--- src/rtl/neuro_matvec_engine.sv ---
// N x N signed matrix-vector engine: streams in W then x, one shared MAC, requantised bytes out.
// Optional NEURO_RELU_EN clamps each requantised result to >= 0.
module neuro_matvec_engine #(
  parameter int N      = 3,
  parameter int DATA_W = 8,
  parameter int ACC_W  = 20,
  parameter int SHIFT  = 4
) (
  input  logic              clk,
  input  logic              rst_n,
  input  logic              in_valid,
  input  logic [DATA_W-1:0] in_data,
  output logic              in_ready,
  input  logic              keep_w,
  output logic              out_valid,
  output logic [DATA_W-1:0] out_data,
  input  logic              out_ready,
  output logic              busy,
  output logic              done,
  output logic [2:0]        state
);

  typedef enum logic [2:0] {
    LOAD_W  = 3'd0,
    LOAD_X  = 3'd1,
    COMPUTE = 3'd2,
    SEND    = 3'd3
  } state_e;

  localparam int CW = (N > 1) ? $clog2(N) : 1;
  localparam logic [CW-1:0] LAST = CW'(N - 1);
  localparam logic signed [ACC_W-1:0] SAT_MAX = ACC_W'((1 << (DATA_W - 1)) - 1);
  localparam logic signed [ACC_W-1:0] SAT_MIN = ~SAT_MAX;

  state_e                   state_q, state_d;
  logic [CW-1:0]            row_q, row_d, col_q, col_d;
  logic signed [ACC_W-1:0]  acc_q, acc_d;
  logic                     done_q, done_d;

  logic [DATA_W-1:0]        w_q [N][N];
  logic [DATA_W-1:0]        x_q [N];
  logic [DATA_W-1:0]        y_q [N];

  logic signed [ACC_W-1:0]  w_ext, x_ext, prod, sum;
  logic [DATA_W-1:0]        y_new;
  logic                     in_fire, out_fire;

  function automatic logic [DATA_W-1:0] requant(input logic signed [ACC_W-1:0] a);
    logic signed [ACC_W-1:0] t;
    logic [DATA_W-1:0]       r;
    t = a >>> SHIFT;
    if (t > SAT_MAX)      r = SAT_MAX[DATA_W-1:0];
    else if (t < SAT_MIN) r = SAT_MIN[DATA_W-1:0];
    else                  r = t[DATA_W-1:0];
`ifdef NEURO_RELU_EN
    if (r[DATA_W-1]) r = '0;
`endif
    return r;
  endfunction

  // Operands sign-extended to the accumulator width so the product keeps full precision.
  always_comb begin
    w_ext = {{(ACC_W-DATA_W){w_q[row_q][col_q][DATA_W-1]}}, w_q[row_q][col_q]};
    x_ext = {{(ACC_W-DATA_W){x_q[col_q][DATA_W-1]}}, x_q[col_q]};
    prod  = w_ext * x_ext;
    sum   = acc_q + prod;
    y_new = requant(sum);
  end

  always_comb begin
    state_d   = state_q;
    row_d     = row_q;
    col_d     = col_q;
    acc_d     = acc_q;
    done_d    = 1'b0;
    in_ready  = (state_q == LOAD_W) || (state_q == LOAD_X);
    out_valid = (state_q == SEND);
    busy      = (state_q == COMPUTE) || (state_q == SEND);
    in_fire   = in_valid && in_ready;
    out_fire  = out_valid && out_ready;
    case (state_q)
      LOAD_W: if (in_fire) begin
        if (col_q == LAST) begin
          col_d = '0;
          if (row_q == LAST) begin
            row_d   = '0;
            state_d = LOAD_X;
          end else begin
            row_d = row_q + CW'(1);
          end
        end else begin
          col_d = col_q + CW'(1);
        end
      end
      LOAD_X: if (in_fire) begin
        if (col_q == LAST) begin
          col_d   = '0;
          row_d   = '0;
          acc_d   = '0;
          state_d = COMPUTE;
        end else begin
          col_d = col_q + CW'(1);
        end
      end
      COMPUTE: begin
        if (col_q == LAST) begin
          acc_d = '0;
          col_d = '0;
          if (row_q == LAST) begin
            row_d   = '0;
            state_d = SEND;
          end else begin
            row_d = row_q + CW'(1);
          end
        end else begin
          acc_d = sum;
          col_d = col_q + CW'(1);
        end
      end
      SEND: if (out_fire) begin
        if (row_q == LAST) begin
          row_d   = '0;
          done_d  = 1'b1;
          state_d = keep_w ? LOAD_X : LOAD_W;
        end else begin
          row_d = row_q + CW'(1);
        end
      end
      default: state_d = LOAD_W;
    endcase
  end

  always_ff @(posedge clk or negedge rst_n) begin
    if (!rst_n) begin
      state_q <= LOAD_W;
      row_q   <= '0;
      col_q   <= '0;
      acc_q   <= '0;
      done_q  <= 1'b0;
    end else begin
      state_q <= state_d;
      row_q   <= row_d;
      col_q   <= col_d;
      acc_q   <= acc_d;
      done_q  <= done_d;
    end
  end

  // Operand and result storage survives reset so weights can be reused across frames.
  always_ff @(posedge clk) begin
    if (in_fire && state_q == LOAD_W) w_q[row_q][col_q] <= in_data;
    if (in_fire && state_q == LOAD_X) x_q[col_q] <= in_data;
    if (state_q == COMPUTE && col_q == LAST) y_q[row_q] <= y_new;
  end

  assign out_data = out_valid ? y_q[row_q] : '0;
  assign done     = done_q;
  assign state    = state_q;

endmodule

--- config.mk ---
export PLATFORM = sky130hd
export DESIGN_NAME = neuro_matvec_engine
export DESIGN_NICKNAME = d
export VERILOG_FILES = /design/src/rtl/neuro_matvec_engine.sv
export SDC_FILE = /design/constraint.sdc
export NUM_CORES = 1
export LEC_CHECK = 0
export CAP_MARGIN = 20
export CORE_UTILIZATION = 50
export DETAILED_ROUTE_END_ITERATION = 10
export PLACE_DENSITY = 0.77
export SETUP_SLACK_MARGIN = 0.3
export SLEW_MARGIN = 10
export SYNTH_ARGS = -nofsm -noshare
export SYNTH_HDL_FRONTEND = slang
export SYNTH_SLANG_ARGS = --single-unit
export TNS_END_PERCENT = 1
--- constraint.sdc ---
create_clock -name clk -period 10.63 [get_ports clk]
set_clock_uncertainty 0.05 [all_clocks]
set_input_delay 1.063 -clock clk [delete_from_list [all_inputs] [get_ports clk]]
set_output_delay 1.063 -clock clk [all_outputs]
set_load 0.02 [all_outputs]
==> results.cfg <==
[route]
drt-pass1-iter-count = 5
drc = 0
postRouteAntennaNets = 0
drt_iter0_drc = 440
wirelength_um = 19500
wl_per_cell_um = 18.3
vias = 5929
via_per_inst = 5.58

[place]
io_buffers = 26
gp_congestion = 0.812
place_inst = 1029
place_area_um2 = 10100
dp_hpwl_um = 14400

[cts]
clkTransAtPathRegs_ns = 0.06
numCtsBuffers = 17
h-tree-depth = 4
cts-root-buf = clkbuf_16
cts_tree = done
clkLatencyLatePin_ns = 0.43
clockBufferDepth = 2
cts_setup_buffers = 0
cts_hold_buf = 0
numClockSinks = 147
post_cts_resized = 0

[critical_path]
worst_ep_arrival_time_ns = 8.33
critPathMostFrequentCell = fa_1
crit_family = adder cells
reg2reg_slack_ns = 2.38
critPathKind = flip-flop to flip-flop
critPathLaunchType = flip-flop
worstPathMaxFanout = 40
cp_slowest_cell = dfrtp_2
required_ns = 10.71
path_cells = mux2_2 -> mux4_2 -> a22oi_1 -> nor2_1 -> fa_1 -> inv_1 -> fa_1 -> inv_1 -> fa_1 -> fa_1 -> ha_1 -> ha_1 -> a21o_1 -> or3_1 -> o21ai_2 -> a21o_4 -> nor3_1 -> a311o_1 -> o41ai_4 -> a21oi_1
r2r-start = row_q[0]$_DFFE_PN0P_
path_buf_inv = 2
crit_path_max_incr_delay_ns = 1.02
timing.rr.end = y_q[0][2]$_DFFE_PP_
r2r_cells = 20
worstSetupEndpointType = flip-flop
crit_cells = 20

[status]
status = complete, no violations

[floorplan]
die_y_um = 140
rows = 50
die_w_um = 140
top_level_ports = 28
initial_core_util_pct = 51.0
dieArea_um2 = 19600
core_um2 = 18700

[flow_run]
cap_violations = 0

[finish]
fill_cells = 1431
nNetsFinal = 966
drive_above_1_share_pct = 10.4
layout_common_cells = 120 x edfxtp_1, 104 x inv_1, 88 x fa_1
final_area_um2 = 10700
antenna_cells = 0
instances_no_fill = 1062
layout_commonest_cell = edfxtp_1
area_growth_pct = 11.9

[timing]
slew_headroom_pct = 33.8
worst_pin_slew_ns = 0.992
setup-tns-final_ns = 0
period_minus_slack_ns = 8.25
finalSetupViolCount = 0
timing.final.crit_share_pct = 77.6
fmax_ghz = 0.121
finalHoldViolations = 0
fin_hold_ws_ns = 0.436
rsz0062_at_grt = false
drv_slew = 0

[yosys]
synth_area_um2 = 9530
synth_edf_count = 120
synth_top_area_share_pct = 37.8
synth_ff_type = edfxtp_1
synth_area_leaders = edfxtp_1 38%, fa_1 18%, dfrtp_1 7.1%
yosys_warnings = 0
synth_top_area_cell = edfxtp_1
asyncSetResetFlopFracSynth_pct = 18.4
ys_ff_latch = 147
syn_nets = 927
ys_seq_area_share_pct = 44.9
netlist_instances = 776
postSynthAreaPerCell_um2 = 12.3
synth.distinct_cells = 60

[grt]
grt_start_max_net_pins = 44
antenna_found_initial = 0
gr-total-overflow = 0
grt_pass1_vias = 6172
track_usage_pct = 21.6
grt_pass1_wl_um = 32200

[worst_hold_path]
hp-class = flip-flop to flip-flop
hp-start = acc_q[3]$_DFFE_PN0P_
worstHoldPathCells = 2
whs_endpoint = acc_q[3]$_DFFE_PN0P_
metrics by stage:
step / utilization [%] / setup WS [ns]
after floorplan: - / 3.20
after global placement: 53.9 / 2.59
after detailed placement: 54.0 / 2.43
after CTS: 57.0 / 2.38
after global routing: 57.0 / 1.94
final: 57.0 / 2.38
tightest hold or removal path: cells and delay by family (launching register included):
kind	cells	cell delay (ns)
compound gates	1	0.06
flops	1	0.34
simple gates	1	0.05
cell usage after synthesis, types with 4 or more instances:
cell type / instances
o31ai_1: 5
nor2b_1: 6
dfrtp_1: 27
edfxtp_1: 120
inv_1: 104
mux2i_1: 25
nor2_1: 80
buf_1: 4
or2_1: 5
nand2_1: 49
o21ai_1: 5
clkbuf_1: 13
mux4_2: 8
ha_1: 50
nor3_1: 7
and2_1: 12
o21ai_0: 27
a22o_1: 5
nand2b_1: 15
a21oi_1: 30
fa_1: 88
mux2_2: 17
xor2_1: 8
xnor2_1: 9
a21o_1: 11
nand3_1: 4
flip-flops by register name, indices dropped and copies added (netlist names):
signal  cells
row_q       2
y_q        24
col_q       2
state       2
x_q        24
acc_q      20
w_q        72
done        1
cell families (layout without fill, tap and decap cells):
| kind of cell | count (synthesis) | after routing | synth area share, % |
|---|---|---|---|
| compound gates | 110 | 110 | 7.93 |
| xor+xnor | 18 | 18 | 1.73 |
| fa+ha+maj | 138 | 138 | 25.0 |
| buf+inv | 125 | 177 | 5.00 |
| flops | 147 | 147 | 44.9 |
| mux | 50 | 50 | 6.52 |
| other cells | 1 | 1 | 0.0393 |
| simple gates | 187 | 187 | 8.83 |
per-layer routing:
layer	up-vias	share of wire (%)	GRT usage, %
li1	2725	-	-
met1	3003	44	29.9
met2	181	49	35.5
met3	20	5.8	3.86
met4	0	1.2	5.49
met5	-	0	0
final cells by class:
type | count | area (um2) | share of cell area, %
clock buffers | 17 | 425 | 3.99
multi-input cells | 504 | 4780 | 44.8
flip-flops and latches | 147 | 4280 | 40.1
repair buffers | 41 | 370 | 3.47
inverters | 104 | 390 | 3.66
clock inverters | 15 | 126 | 1.19
well taps | 234 | 293 | 2.75
worst max path at each step:
stage | startpoint | to | slack [ns]
3_3_place_gp | row_q[0]$_DFFE_PN0P_ | y_q[0][2]$_DFFE_PP_ | 2.59
2_1_floorplan | col_q[1]$_DFFE_PN0P_ | y_q[0][2]$_DFFE_PP_ | 3.20
3_5_place_dp | row_q[0]$_DFFE_PN0P_ | y_q[2][4]$_DFFE_PP_ | 2.43
5_1_grt | row_q[0]$_DFFE_PN0P_ | y_q[1][2]$_DFFE_PP_ | 1.94
4_1_cts | row_q[0]$_DFFE_PN0P_ | y_q[0][2]$_DFFE_PP_ | 2.38
6_report | row_q[0]$_DFFE_PN0P_ | y_q[0][2]$_DFFE_PP_ | 2.38
Power is left out: the tool's default activity adds up to more than one toggle a clock period on the data nets, which glitch-free logic cannot reach.
